==> src/rtl/config_loader.sv <==
// config_loader: clears a downstream LUT config chain, then shifts a word-wide
// bitstream into it one frame per cycle, returning the displaced frames as readback.
module config_loader #(
    parameter int unsigned FRAME_WIDTH  = 1,
    parameter int unsigned WORD_WIDTH   = 8,
    parameter int unsigned CHAIN_FRAMES = 16
) (
    input  logic                   config_clk,
    input  logic                   reset,
    input  logic                   start,
    input  logic [WORD_WIDTH-1:0]  in_data,
    input  logic                   in_valid,
    output logic                   in_ready,
    output logic                   chain_reset,
    output logic                   config_en,
    output logic [FRAME_WIDTH-1:0] config_in,
    input  logic [FRAME_WIDTH-1:0] config_return,
    output logic                   rb_valid,
    output logic [FRAME_WIDTH-1:0] rb_frame,
    output logic                   busy,
    output logic                   done
);

    // Frames per word, words per full chain, and counter widths.
    localparam int unsigned K   = WORD_WIDTH / FRAME_WIDTH;
    localparam int unsigned NW  = (CHAIN_FRAMES * FRAME_WIDTH) / WORD_WIDTH;
    localparam int unsigned CW  = $clog2(K + 1);
    localparam int unsigned FCW = $clog2(CHAIN_FRAMES + 1);
    localparam int unsigned WCW = $clog2(NW + 1);

    typedef enum logic [1:0] {
        S_IDLE  = 2'd0,
        S_CLEAR = 2'd1,
        S_LOAD  = 2'd2,
        S_DONE  = 2'd3
    } state_t;

    state_t                r_state;
    state_t                w_state_nxt;

    logic [WORD_WIDTH-1:0] r_shift;
    logic [WORD_WIDTH-1:0] w_shift_nxt;
    logic [CW-1:0]         r_cnt;        // frames of the current word still to shift
    logic [CW-1:0]         w_cnt_nxt;
    logic [FCW-1:0]        r_frames;     // frames shifted into the chain this load
    logic [FCW-1:0]        w_frames_nxt;
    logic [WCW-1:0]        r_words;      // words accepted this load
    logic [WCW-1:0]        w_words_nxt;

    logic                  r_in_ready;
    logic                  r_chain_reset;
    logic                  r_config_en;
    logic                  r_busy;
    logic                  r_done;
    logic                  r_rb_valid;
    logic [FRAME_WIDTH-1:0] r_rb_frame;

    logic                  w_in_ready_nxt;
    logic                  w_chain_reset_nxt;
    logic                  w_config_en_nxt;
    logic                  w_busy_nxt;
    logic                  w_done_nxt;
    logic                  w_accept;

    assign w_accept = in_valid && r_in_ready;

    // State register.
    always_ff @(posedge config_clk or negedge reset) begin
        if (!reset) begin
            r_state <= S_IDLE;
        end else begin
            r_state <= w_state_nxt;
        end
    end

    // Next state, datapath next values and next registered outputs.
    always_comb begin
        w_state_nxt  = r_state;
        w_shift_nxt  = r_shift;
        w_cnt_nxt    = r_cnt;
        w_frames_nxt = r_frames;
        w_words_nxt  = r_words;

        case (r_state)
            S_IDLE, S_DONE: begin
                if (start) begin
                    w_state_nxt = S_CLEAR;
                end
            end
            S_CLEAR: begin
                w_state_nxt  = S_LOAD;
                w_shift_nxt  = '0;
                w_cnt_nxt    = '0;
                w_frames_nxt = '0;
                w_words_nxt  = '0;
            end
            S_LOAD: begin
                if (r_config_en) begin
                    w_shift_nxt  = r_shift << FRAME_WIDTH;
                    w_cnt_nxt    = r_cnt - CW'(1);
                    w_frames_nxt = r_frames + FCW'(1);
                    if (r_frames == FCW'(CHAIN_FRAMES - 1)) begin
                        w_state_nxt = S_DONE;
                    end
                end
                // A word accepted on the last frame cycle replaces the drained buffer seamlessly.
                if (w_accept) begin
                    w_shift_nxt = in_data;
                    w_cnt_nxt   = CW'(K);
                    w_words_nxt = r_words + WCW'(1);
                end
            end
            default: begin
                w_state_nxt = S_IDLE;
            end
        endcase

        w_busy_nxt        = (w_state_nxt == S_CLEAR) || (w_state_nxt == S_LOAD);
        w_done_nxt        = (w_state_nxt == S_DONE);
        w_chain_reset_nxt = (w_state_nxt == S_CLEAR);
        w_config_en_nxt   = (w_state_nxt == S_LOAD) && (w_cnt_nxt != '0);
        w_in_ready_nxt    = (w_state_nxt == S_LOAD) && (w_cnt_nxt <= CW'(1))
                            && (w_words_nxt < WCW'(NW));
    end

    // Datapath and output registers.
    always_ff @(posedge config_clk or negedge reset) begin
        if (!reset) begin
            r_shift       <= '0;
            r_cnt         <= '0;
            r_frames      <= '0;
            r_words       <= '0;
            r_in_ready    <= 1'b0;
            r_chain_reset <= 1'b0;
            r_config_en   <= 1'b0;
            r_busy        <= 1'b0;
            r_done        <= 1'b0;
        end else begin
            r_shift       <= w_shift_nxt;
            r_cnt         <= w_cnt_nxt;
            r_frames      <= w_frames_nxt;
            r_words       <= w_words_nxt;
            r_in_ready    <= w_in_ready_nxt;
            r_chain_reset <= w_chain_reset_nxt;
            r_config_en   <= w_config_en_nxt;
            r_busy        <= w_busy_nxt;
            r_done        <= w_done_nxt;
        end
    end

    // Capture the frame pushed out of the chain tail on every shift.
    always_ff @(posedge config_clk or negedge reset) begin
        if (!reset) begin
            r_rb_valid <= 1'b0;
            r_rb_frame <= '0;
        end else if (r_config_en) begin
            r_rb_valid <= 1'b1;
            r_rb_frame <= config_return;
        end else begin
            r_rb_valid <= 1'b0;
        end
    end

    assign in_ready    = r_in_ready;
    assign chain_reset = r_chain_reset;
    assign config_en   = r_config_en;
    assign config_in   = r_shift[WORD_WIDTH-1 -: FRAME_WIDTH];
    assign rb_valid    = r_rb_valid;
    assign rb_frame    = r_rb_frame;
    assign busy        = r_busy;
    assign done        = r_done;

endmodule

==> config.mk <==
export PLATFORM = sky130hd
export DESIGN_NAME = config_loader
export DESIGN_NICKNAME = d
export VERILOG_FILES = /design/src/rtl/config_loader.sv
export SDC_FILE = /design/constraint.sdc
export NUM_CORES = 1
export LEC_CHECK = 0
export CAP_MARGIN = 20
export CORE_MARGIN = 5
export CORE_UTILIZATION = 55
export DETAILED_ROUTE_END_ITERATION = 10
export GPL_ROUTABILITY_DRIVEN = 0
export PLACE_DENSITY = 0.81
export SYNTH_ARGS = -nofsm -noshare
export SYNTH_HDL_FRONTEND = slang
export SYNTH_SLANG_ARGS = --single-unit
==> constraint.sdc <==
create_clock -name config_clk -period 5.6 [get_ports config_clk]
set_input_delay 1.12 -clock config_clk [delete_from_list [all_inputs] [get_ports config_clk]]
set_output_delay 1.12 -clock config_clk [all_outputs]
set_load 0.02 [all_outputs]
# Yosys cells after proc, flatten, opt, wreduce, memory -nomap -nowiden
# Cells that the tools add are included.
totals:
  regBits: 28
  word_cells: 52
op_classes:
  addsub: 3
  order_cmp: 2
  n_eq_ne: 9
  n_mux: 15
  reduce_logical: 11
ops:
  columns: ["op", "n"]
  rows:
  - ["$mux 8", 2]
  - ["$pmux 8 s2", 1]
  - ["$pmux 5 s2", 1]
  - ["$eq 2x2->1 const B", 4]
  - ["$mux 2", 4]
  - ["$mux 4", 2]
  - ["$pmux 4 s2", 1]
  - ["$pmux 2 s3", 1]
  - ["$add 5x1->5 const B", 1]
  - ["$eq 5x4->1 const B", 1]
  - ["$mux 5", 1]
  - ["$eq 2x1->1 const B", 2]
  - ["$le 4x1->1 const B", 1]
  - ["$logic_and 1x1->1", 4]
  - ["$pmux 2 s2", 1]
  - ["$reduce_and 2->1", 2]
  - ["$reduce_bool 4->1", 1]
  - ["$sub 4x1->4 const B", 1]
  - ["$ne 3x3->1 const B", 1]
  - ["$add 2x1->2 const B", 1]
  - ["$logic_not 2->1", 1]
  - ["$lt 2x2->1 const B", 1]
  - ["$ne 2x2->1 const B", 1]
  - ["$reduce_bool 2->1", 1]
  - ["other kinds (3)", 3]

# Logic depth before layout (Yosys ltp)
logic_depth:
  depth_word: 7
  mapped_depth: 9

# Worst setup path after synthesis
# Ideal clock, no wire load.
synth_path:
  kind: "input port to flip-flop"
  start: "in in_valid"
  end: "reg r_shift[0]"
  setup_time_ps: 122
  arrival_ps: 1909
  slack_ps: 3569
  cell_stages: 5
  path_buffers: 1
  path_cell_list: "and2_1 buf_2 nor2_1 a21o_1 a32o_1"
synth_between:
  elab_chain_len: 3
  word_cells_on_any_way: 5
  cone_classes: "eq/ne: 1; mux: 2; reduce/logical: 2"
synth_lines:
  columns: ["item", "line_no", "source"]
  rows:
  - ["from (decl)", "12", "input logic in_valid,"]
  - ["$logic_and 1x1->1 *", "65", "assign w_accept = in_valid && r_in_ready;"]
  - ["$mux 8 or $ne 3x3->1 (tied branches)", null, null]
  - ["$pmux 8 s2 or $reduce_and 2->1 (tied branches)", null, null]
  - ["to (signal assigned)", "139", "r_shift <= w_shift_nxt;"]
  - ["to (decl)", "41", "logic [WORD_WIDTH-1:0] r_shift;"]
# Mark *: on every way between the ends. The rest lies on a longest branch, timed or not.
# A chain may end at the register's enable or synchronous reset.

# Worst setup path after layout
layout_path:
  start: "reg r_config_en (netlist: config_en)"
  end: "out config_en"
layout_lines:
  columns: ["item", "line_no", "source"]
  rows:
  - ["from (decl)", "52", "logic r_config_en;"]
  - ["from (signal assigned)", "145", "r_config_en <= w_config_en_nxt;"]
  - ["to (decl)", "15", "output logic config_en,"]
# No word-level cell between the ends.

==> flow_metrics.tcl <==
set metrics [dict create \
    status "finished, final reports clean" \
    peakVddDrop_uv 266 \
    crit_path_max_incr_delay_ps 840 \
    port_buffers 20 \
    ios 21 \
    setup_violations 0 \
    fin_crit_ps 3010 \
    grt_antenna_before_repair 0 \
    synth_warnings 0 \
    cp_cell_sequence "clkdlybuf4s50_1" \
    syn_avg_cell_area_um2 10.4 \
    hold_ws_ps 499 \
    powerDensity_mw_per_mm2 349 \
    relSlewSlack_pct 51.4 \
    ys_types 33 \
    syn_nets 157 \
    rows 18 \
    pwr-share-clk_pct 16.2 \
    yosys-top-cells-area "dfrtp_1, ha_1, o2bb2ai_1, mux2i_1, nand2_1" \
    die_w_um 60.6 \
    path_buf_inv 1 \
    cp_top_family "flip-flops" \
    die_y_um 60.6 \
    syn2layout_area_growth_pct 18.2 \
    cts_sinks 28 \
    synth.ff_latch_count 28 \
    skew_ps 3.65 \
    antenna_cells 0 \
    post-dp-hpwl_mm 1.97 \
    arrival_ps 1890 \
    fillers 191 \
    leakage_nw 0.744 \
    cts-resized-gates 0 \
    clock_latency_ps 320 \
    cp-end-kind "output pin" \
    pwr-share-comb_pct 41.4 \
    viasPerCell 5.89 \
    max_slew.worst_pin.slew_ps 730 \
    synth_edf_count 0 \
    cts_tree "built" \
    hp-class "flip-flop to flip-flop" \
    wl_per_cell_um 14.6 \
    crit_required_ps 4480 \
    slew_violations 0 \
    clock_path_buffers 2 \
    period_share_pct 53.8 \
    hold_viol_final 0 \
    p_sw_uw 214 \
    drt_first_pass_iters 4 \
    synth_area_mm2 0.00141 \
    crit_path_start_kind "flip-flop" \
    cts_inserted_buffers 3 \
    hold_buffers 0 \
    p_seq_share_pct 42.4 \
    postRouteAntennaNets 0 \
    max_freq_ghz 0.332 \
    nets 178 \
    intPower_uw 367 \
    syn_inst 136 \
    cts-root-buf "clkbuf_4" \
    synth_top_area_cell "dfrtp_1" \
    worstSetupPathType "flip-flop to output pin" \
    grt_overflow 0 \
    grt_pass1_vias 1132 \
    grt_util_all_layers_pct 16.8 \
    final_cell_mix "dfrtp_1, clkdlybuf4s50_1, nand2_1" \
    final_common_cell "dfrtp_1" \
    swShare_pct 36.8 \
    crit_fanout 22 \
    synthFlopType "dfrtp_1" \
    dieArea_mm2 0.00367 \
    maxCapViolCount 0 \
    synth_top_area_share_pct 49.8 \
    grt_pass1_wl_mm 4.65 \
    postCtsSetupBuffers 0 \
    drcViolationCount 0 \
    grt_max_degree 29 \
    core_mm2 0.00245 \
    drt_iter0_drc 19 \
    h-tree-depth 1 \
    ys_seq_area_share_pct 49.8 \
    crit_slowest_cell "dfrtp_1" \
    vias 1096 \
    rsz0062_at_grt "false" \
    async_flop_share_pct 100 \
    totalWireLength_mm 2.72 \
    drive_gt1_share_pct 7.69 \
    initial_utilization_pct 57.3 \
    clk_pin_slew_ps 130 \
    fin_tns_setup_ps 0 \
]
synth_stat cells, drive strengths merged, types with 2 or more instances:
library cell,count
and3,8
o22ai,5
ha,8
a21oi,8
clkbuf,2
o21ai,9
inv,10
nand2,17
buf,3
dfrtp,28
mux2i,6
nor2,8
xor2,2
o2bb2ai,7
metal layers:
metal  GRT usage [%]  vias up  routed length (um)
met3            2.55       13                 181
met4            8.05        0                  78
met1            19.1      526                1140
met2            30.4       36                1320
li1                -      521                   -
met5               0        -                   0
flip-flops by register name, indices dropped and copies added (netlist names):
register     cells
r_words          2
busy             1
r_cnt            4
r_shift          8
r_frames         5
done             1
rb_frame         1
rb_valid         1
r_state          2
in_ready         1
config_en        1
chain_reset      1
logic make-up after synthesis:
logic type	Yosys count	share of synthesized area, %
XOR/XNOR	3	1.87
buffers and inverters	15	4.45
multiplexers	7	5.07
AND/OR/NAND/NOR	38	14.0
adder cells (fa/ha/maj)	8	7.11
flip-flops	28	49.8
AO/OA/AOI/OAI	37	17.8
worst paths after layout:
kind	from	endpoint	slack [ps]	cells past startpoint
worst min register to register	r_shift[2]	r_shift[2]	500	1
max in group asynchronous	reset	busy	4190	2
worst max-delay path	config_en	config_en	2590	1
worst min-delay path	r_shift[2]	r_shift[2]	500	1
worst max register to register	r_state[0]	config_en	3520	6
min in group asynchronous	reset	r_shift[6]	1160	2
worst reg2reg max path, cell delays in order, from the launching register on:
cell and delay (ps):
dfrtp_1 400, inv_1 70, ha_1 580, nor2_1 90, mux2i_1 190, o21ai_0 170
o41a_1 460
area by class of cell:
type / instances / area [um2] / share of cell area (%)
flip-flops and latches: 28 / 701 / 42.1
multi-input cells: 93 / 644 / 38.7
repair buffers: 21 / 208 / 12.5
inverters: 10 / 37.5 / 2.26
well taps: 30 / 37.5 / 2.26
clock buffers: 4 / 36.3 / 2.18
power by group through the flow:
stage                     registers [mW]  logic (mW)  clock network (mW)
after global placement             0.248       0.231                   0
after global routing               0.250       0.265               0.108
final                              0.247       0.240              0.0942
after detailed placement           0.250       0.240                   0
after floorplan                    0.265       0.148                   0
after CTS                          0.247       0.242              0.0979
stage by stage:
stage	instance area, um2	util, %	std cells	setup slack, ps	total power, mW
5_1_grt	1660	67.8	186	2470	0.622
3_3_place_gp	1630	66.3	182	2900	0.480
3_5_place_dp	1630	66.3	182	2870	0.491
4_1_cts	1660	67.8	186	2570	0.586
6_report	1660	67.8	186	2590	0.581
2_1_floorplan	1410	-	136	3570	0.413
No activity file was read; power rests on OpenSTA's default activity.
